File: config.mk
export PLATFORM = sky130hd
export DESIGN_NAME = instruc_loader
export DESIGN_NICKNAME = d
export VERILOG_FILES = /design/src/rtl/instruc_loader_pkg.sv /design/src/rtl/instruc_loader_byte_packer.sv /design/src/rtl/instruc_loader.sv
export SDC_FILE = /design/constraint.sdc
export NUM_CORES = 1
export LEC_CHECK = 0
export ABC_AREA = 1
export CAP_MARGIN = 10
export CELL_PAD_IN_SITES_DETAIL_PLACEMENT = 0
export CELL_PAD_IN_SITES_GLOBAL_PLACEMENT = 2
export CORE_MARGIN = 4
export CORE_UTILIZATION = 36
export DETAILED_ROUTE_END_ITERATION = 8
export GPL_ROUTABILITY_DRIVEN = 0
export GPL_TIMING_DRIVEN = 0
export PLACE_DENSITY = 0.83
export SLEW_MARGIN = 20
export SYNTH_ARGS = -nofsm -noshare
export SYNTH_HDL_FRONTEND = slang
export SYNTH_SLANG_ARGS = --single-unit
File: constraint.sdc
create_clock -name clk -period 8.28 [get_ports clk]
set_input_delay 0.828 -clock clk [delete_from_list [all_inputs] [get_ports clk]]
set_output_delay 0.828 -clock clk [all_outputs]
set_load 0.02 [all_outputs]
File: src/rtl/instruc_loader_pkg.sv
// -----------------------------------------------------------------------------
// instruc_loader_pkg
// Constants and state encoding shared by the instruction loader and the
// instruction TX buffer: byte/word widths, halt marker and FSM states.
// -----------------------------------------------------------------------------
package instruc_loader_pkg;

   localparam int unsigned NB_BYTE        = 8;
   localparam int unsigned NB_INST        = 32;
   localparam int unsigned BYTES_PER_INST = NB_INST / NB_BYTE;
   localparam int unsigned IDX_W          = $clog2(BYTES_PER_INST);

   localparam logic [NB_INST-1:0] HALT_WORD = 32'hFFFF_FFFF;

   typedef enum logic [1:0] {
      StIdle = 2'd0,
      StRecv = 2'd1,
      StDone = 2'd2
   } state_e;

endpackage

File: src/rtl/instruc_loader_byte_packer.sv
// -----------------------------------------------------------------------------
// instruc_loader_byte_packer
// Packs bytes MSB-first into an instruction word.
//   clk, reset : clock, asynchronous active-high reset
//   flush_i    : discard any partially assembled word
//   valid_i    : byte_i is accepted this cycle
//   byte_i     : incoming byte
//   word_o     : word formed by the stored bytes plus byte_i (valid with done_o)
//   done_o     : this cycle's byte completes a word
// -----------------------------------------------------------------------------
module instruc_loader_byte_packer
   import instruc_loader_pkg::*;
(
   input  logic               clk,
   input  logic               reset,
   input  logic               flush_i,
   input  logic               valid_i,
   input  logic [NB_BYTE-1:0] byte_i,
   output logic [NB_INST-1:0] word_o,
   output logic               done_o
);

   localparam logic [IDX_W-1:0] LastIdx = IDX_W'(BYTES_PER_INST - 1);

   // Only the leading bytes are stored; the final byte is taken straight
   // from the input so the word is available in the completing cycle.
   logic [NB_INST-NB_BYTE-1:0] shift_q, shift_d;
   logic [IDX_W-1:0]           idx_q, idx_d;

   always_comb begin
      shift_d = shift_q;
      idx_d   = idx_q;
      if (flush_i) begin
         shift_d = '0;
         idx_d   = '0;
      end else if (valid_i) begin
         shift_d = {shift_q[NB_INST-2*NB_BYTE-1:0], byte_i};
         idx_d   = (idx_q == LastIdx) ? '0 : idx_q + 1'b1;
      end
   end

   always_ff @(posedge clk or posedge reset) begin
      if (reset) begin
         shift_q <= '0;
         idx_q   <= '0;
      end else begin
         shift_q <= shift_d;
         idx_q   <= idx_d;
      end
   end

   assign word_o = {shift_q, byte_i};
   assign done_o = valid_i && !flush_i && (idx_q == LastIdx);

endmodule

File: src/rtl/instruc_loader.sv
// -----------------------------------------------------------------------------
// instruc_loader
// Assembles UART bytes into 32-bit instructions and writes them to sequential
// instruction-memory byte addresses until a halt word or a full window.
//   clk, reset   : clock, asynchronous active-high reset
//   rx_done_tick : strobe, rx_data valid
//   rx_data      : received byte
//   i_clear      : strobe, restart a load from address 0
//   o_wr_en      : one-cycle memory write strobe
//   o_wr_addr    : write address (held between writes)
//   o_wr_data    : assembled instruction (held between writes)
//   o_word_count : words written in the current load (saturating)
//   o_load_done  : load finished
//   o_err        : sticky, byte dropped or partial word timed out
// -----------------------------------------------------------------------------
module instruc_loader
   import instruc_loader_pkg::*;
#(
   parameter int unsigned NB_ADDR   = 32,
   parameter int unsigned MAX_WORDS = 60,
   parameter int unsigned ADDR_STEP = 4,
   parameter int unsigned TIMEOUT   = 1_000_000
) (
   input  logic               clk,
   input  logic               reset,
   input  logic               rx_done_tick,
   input  logic [NB_BYTE-1:0] rx_data,
   input  logic               i_clear,
   output logic               o_wr_en,
   output logic [NB_ADDR-1:0] o_wr_addr,
   output logic [NB_INST-1:0] o_wr_data,
   output logic [7:0]         o_word_count,
   output logic               o_load_done,
   output logic               o_err
);

   localparam int unsigned TO_W = (TIMEOUT > 2) ? $clog2(TIMEOUT) : 1;

   state_e               state_q, state_d;
   logic [NB_ADDR-1:0]   addr_q, addr_d;
   logic [7:0]           count_q, count_d;
   logic [TO_W-1:0]      to_cnt_q, to_cnt_d;
   logic                 err_q, err_d;
   logic                 wr_en_q, wr_en_d;
   logic [NB_ADDR-1:0]   wr_addr_q, wr_addr_d;
   logic [NB_INST-1:0]   wr_data_q, wr_data_d;

   logic                 accept;
   logic                 flush;
   logic [NB_INST-1:0]   packed_word;
   logic                 word_done;

   // Clear wins over a simultaneous byte, and bytes are never taken in DONE.
   assign accept = rx_done_tick && !i_clear && (state_q != StDone);

   instruc_loader_byte_packer u_packer (
      .clk     (clk),
      .reset   (reset),
      .flush_i (flush),
      .valid_i (accept),
      .byte_i  (rx_data),
      .word_o  (packed_word),
      .done_o  (word_done)
   );

   always_comb begin
      state_d   = state_q;
      addr_d    = addr_q;
      count_d   = count_q;
      to_cnt_d  = '0;
      err_d     = err_q;
      wr_en_d   = 1'b0;
      wr_addr_d = wr_addr_q;
      wr_data_d = wr_data_q;
      flush     = 1'b0;

      if (i_clear) begin
         state_d = StIdle;
         addr_d  = '0;
         count_d = '0;
         err_d   = 1'b0;
         flush   = 1'b1;
      end else begin
         unique case (state_q)
            StIdle: begin
               if (accept) state_d = StRecv;
            end
            StRecv: begin
               if (accept) begin
                  if (word_done) begin
                     wr_en_d   = 1'b1;
                     wr_addr_d = addr_q;
                     wr_data_d = packed_word;
                     addr_d    = addr_q + NB_ADDR'(ADDR_STEP);
                     count_d   = (count_q >= 8'(MAX_WORDS)) ? count_q : count_q + 8'd1;
                     // count_q is the pre-write count, so MAX_WORDS-1 means this
                     // write fills the window.
                     if (packed_word == HALT_WORD || count_q >= 8'(MAX_WORDS - 1)) begin
                        state_d = StDone;
                     end else begin
                        state_d = StIdle;
                     end
                  end
               end else if (to_cnt_q == TO_W'(TIMEOUT - 1)) begin
                  flush   = 1'b1;
                  err_d   = 1'b1;
                  state_d = StIdle;
               end else begin
                  to_cnt_d = to_cnt_q + 1'b1;
               end
            end
            StDone: begin
               if (rx_done_tick) err_d = 1'b1;
            end
            default: state_d = StIdle;
         endcase
      end
   end

   always_ff @(posedge clk or posedge reset) begin
      if (reset) begin
         state_q   <= StIdle;
         addr_q    <= '0;
         count_q   <= '0;
         to_cnt_q  <= '0;
         err_q     <= 1'b0;
         wr_en_q   <= 1'b0;
         wr_addr_q <= '0;
         wr_data_q <= '0;
      end else begin
         state_q   <= state_d;
         addr_q    <= addr_d;
         count_q   <= count_d;
         to_cnt_q  <= to_cnt_d;
         err_q     <= err_d;
         wr_en_q   <= wr_en_d;
         wr_addr_q <= wr_addr_d;
         wr_data_q <= wr_data_d;
      end
   end

   assign o_wr_en      = wr_en_q;
   assign o_wr_addr    = wr_addr_q;
   assign o_wr_data    = wr_data_q;
   assign o_word_count = count_q;
   assign o_load_done  = (state_q == StDone);
   assign o_err        = err_q;

endmodule

==> reports/results.tsv <==
stage	metric	value	unit
pwr	sequential share of power	0.457	
floorplanning	die area	22300	um^2
sta	setup violators final	0	
floorplanning	core area	19600	um^2
yosys	Synth Area in Compound Gates	0.0756	
route	Via-to-Cell Ratio	4.77	
global_route	total track usage	0.191	
clock_network	Post-CTS Setup Bufs	0	
layout	Design Area, Final	8990	um^2
yosys	ys flop type	dfrtp_1	
clock_network	CTS tree	yes	
worst_hold_path	HP Class	reg2reg	
layout	antenna cells	0	
clock_network	Post-CTS Resized	0	
floorplanning	# rows	51	
global_route	total gr overflow	0	
worst_setup_path	Worst R2R Start	addr_q[2]	
route	wire length per cell	15.8	um
yosys	syn avg cell area	7.99	um^2
global_route	initial antenna violation count	0	
run	Max-cap violations	0	
worst_setup_path	Arrival @ worst endpoint	1680	ps
clock_network	CTS max path bufs	2	
route	drc violations	0	
place	IO buf count	84	
global_route	vias in the first global route	6076	
sta	setup_tns	0	ps
route	DRT Wirelength	20200	um
layout	fin util	0.459	
floorplanning	initial core utilization	0.367	
worst_setup_path	reg2reg path depth	8	
clock_network	Clock transition at path regs	70	ps
pwr	clock network fraction of total power	0.468	
floorplanning	die width	149	um
sta	Tmin final	2510	ps
worst_setup_path	Setup Crit Path Kind	reg2out	
yosys	Yosys cell types	34	
sta	actual slew at the worst max-slew pin	565	ps
clock_network	root buffer cell	clkbuf_16	
yosys	Post-synth EDFFs	0	
yosys	largest family of logic cells by synthesized area	simple AND/OR/NAND/NOR gates	
floorplanning	IO Pins	87	
yosys	Synth Area in Simple Gates	0.309	
worst_setup_path	WP data required	7450	ps
pwr	Leak	3.96	nW
place	placed inst area	8410	um^2
yosys	adder-cell share of the synthesized area	0.00869	
worst_setup_path	crit path capture	o_load_done	
yosys	register area share after synthesis	0.522	
clock_network	CTS Hold Bufs	0	
worst_setup_path	R2R setup slack	6440	ps
pwr	Psw	0.000451	W
place	dpl hpwl	14600	um
sta	RSZ-0062 raised after global routing	false	
yosys	Mapped Cells	901	
worst_setup_path	r2r endpoint	addr_q[14]	
yosys	multiplexer share of the synthesized area	0	
layout	nets	1023	
sta	final hold vios	0	
layout	area delta synth->final	25.0	%
worst_setup_path	Critical Path End Type	output pin	
pwr	maximum vdd ir drop	0.133	mV
clock_network	CTS buffer count	17	
sta	Worst Skew	12.2	ps
layout	layout cells sized above 1	0.0893	
pwr	Comb pwr share	0.075	
clock_network	later-pin clock latency in the skew report	430	ps
sta	Hold Slack	460	ps
worst_setup_path	worst-path maximum fanout	3	
clock_network	H-tree levels	4	
pwr	Sw Share	0.269	
yosys	async set-or-reset flop fraction in the synthesized netlist	1.00	
sta	Slew Limit Fails	0	
worst_setup_path	Critical Path Source	state_q[1]	
run_status	status	finished, final reports clean	
pwr	P_int	0.00123	W
yosys	Synth Register Bits	150	
global_route	largest net degree at the start of global routing	84	
sta	period utilization	0.303	
sta	fmax	398	MHz
route	routed vias	6124	
floorplanning	Die Span Y	149	um
pwr	pwr dens	186	nW/um^2
worst_setup_path	startpoint types	register	
sta	Worst slew margin	0.624	
clock_network	clock sinks	150	
route	iteration count of the initial detailed-routing pass	4	
yosys	Post-Synth XOR/XNOR Area	0.0122	
yosys	Post-Syn Area	7200	um^2
yosys	synth warn	0	
global_route	first-pass GRT wire length	33500	um
route	starting DRC count in detailed routing	337	
route	Antenna Nets Post-Route	0	
[per-layer routing]
layer / global-route usage / up-vias / part of all wire
met2: 0.269 / 135 / 0.41
met5: 0 / - / 0
met3: 0.0571 / 12 / 0.062
met4: 0.0426 / 0 / 0.0066
met1: 0.290 / 2893 / 0.52
li1: - / 3084 / -
[registers in the layout, indices dropped and copies added, names as in the netlist]
name / count
o_wr_en: 1
addr_q: 30
o_wr_addr: 30
o_err: 1
o_wr_data: 32
o_word_count: 8
to_cnt_q: 20
u_packer.idx_q: 2
state_q: 2
u_packer.shift_q: 24
[worst min-delay path by stage]
stage / from / end / slack (ps) / cells past startpoint
CTS: to_cnt_q[0] / to_cnt_q[0] / 470 / 1
floorplan: to_cnt_q[0] / to_cnt_q[0] / 430 / 1
global route: to_cnt_q[0] / to_cnt_q[0] / 480 / 1
detailed placement: to_cnt_q[0] / to_cnt_q[0] / 460 / 1
finish: to_cnt_q[0] / to_cnt_q[0] / 460 / 1
global placement: to_cnt_q[0] / to_cnt_q[0] / 450 / 1
[final cells by class]
cell class / instances / area [um^2]
flip-flops and latches: 150 / 3750
plain buffers: 30 / 189
multi-input cells: 634 / 2930
repair buffers: 85 / 868
well taps: 265 / 332
inverters: 88 / 338
clock buffers: 17 / 425
fillers: 2009 / 10600
clock inverters: 15 / 159
[worst max-delay path, cell delays in order (launching register included)]
cell and delay (ps):
dfrtp_1 400, inv_1 90, nor2_1 140, clkdlybuf4s50_1 630
[power groups by stage]
stage                     clock network, W  logic [W]  registers [W]
after floorplan                          0  0.0000598       0.000792
after global placement                   0   0.000126       0.000780
after global routing              0.000833   0.000141       0.000769
after CTS                         0.000799   0.000129       0.000767
final                             0.000784   0.000126       0.000766
after detailed placement                 0   0.000128       0.000780
[cells in the mapped netlist, types with 4 or more instances]
library cell	number	area, um^2
nand4_1	12	75.1
nor2_2	6	37.5
nand2_1	296	1110
nor3_1	25	125
inv_2	8	30.0
dfrtp_1	150	3750
xor2_1	6	52.6
inv_1	80	300
xnor2_1	4	35.0
ha_1	5	62.6
nand3_1	65	325
nor2_4	5	56.3
buf_6	6	67.6
nor3_2	4	40.0
o21ai_0	66	330
buf_2	16	80.1
clkbuf_1	5	18.8
o21ai_1	14	70.1
nor2_1	88	330
a21oi_1	15	75.1
[logic make-up after synthesis]
group	count (synthesis)
AND/OR/NAND/NOR	513
flip-flops	150
buffers and inverters	118
AO/OA/AOI/OAI	104
XOR/XNOR	10
adder cells (fa/ha/maj)	5
other	1
[cells in the final DEF, fill, tap and decap left out, types with 14 or more instances in the layout]
master / Yosys / routed
buf_2: 16 / 16
clkbuf_16: 0 / 17
nor3_1: 25 / 25
o21ai_0: 66 / 66
a21oi_1: 15 / 15
inv_1: 80 / 79
nand3_1: 65 / 65
o21ai_1: 14 / 14
nand2_1: 296 / 296
clkdlybuf4s50_1: 0 / 84
nor2_1: 88 / 88
dfrtp_1: 150 / 150
[metrics by stage]
step,cells,setup slack (ps),total power (W)
2_1_floorplan,902,3420,0.000852
3_3_place_gp,1251,957,0.000906
3_5_place_dp,1252,5580,0.000908
4_1_cts,1284,5700,0.00169
5_1_grt,1284,5670,0.00174
6_report,1284,5770,0.00168
Note: power is estimated with default switching activity, not from simulation.
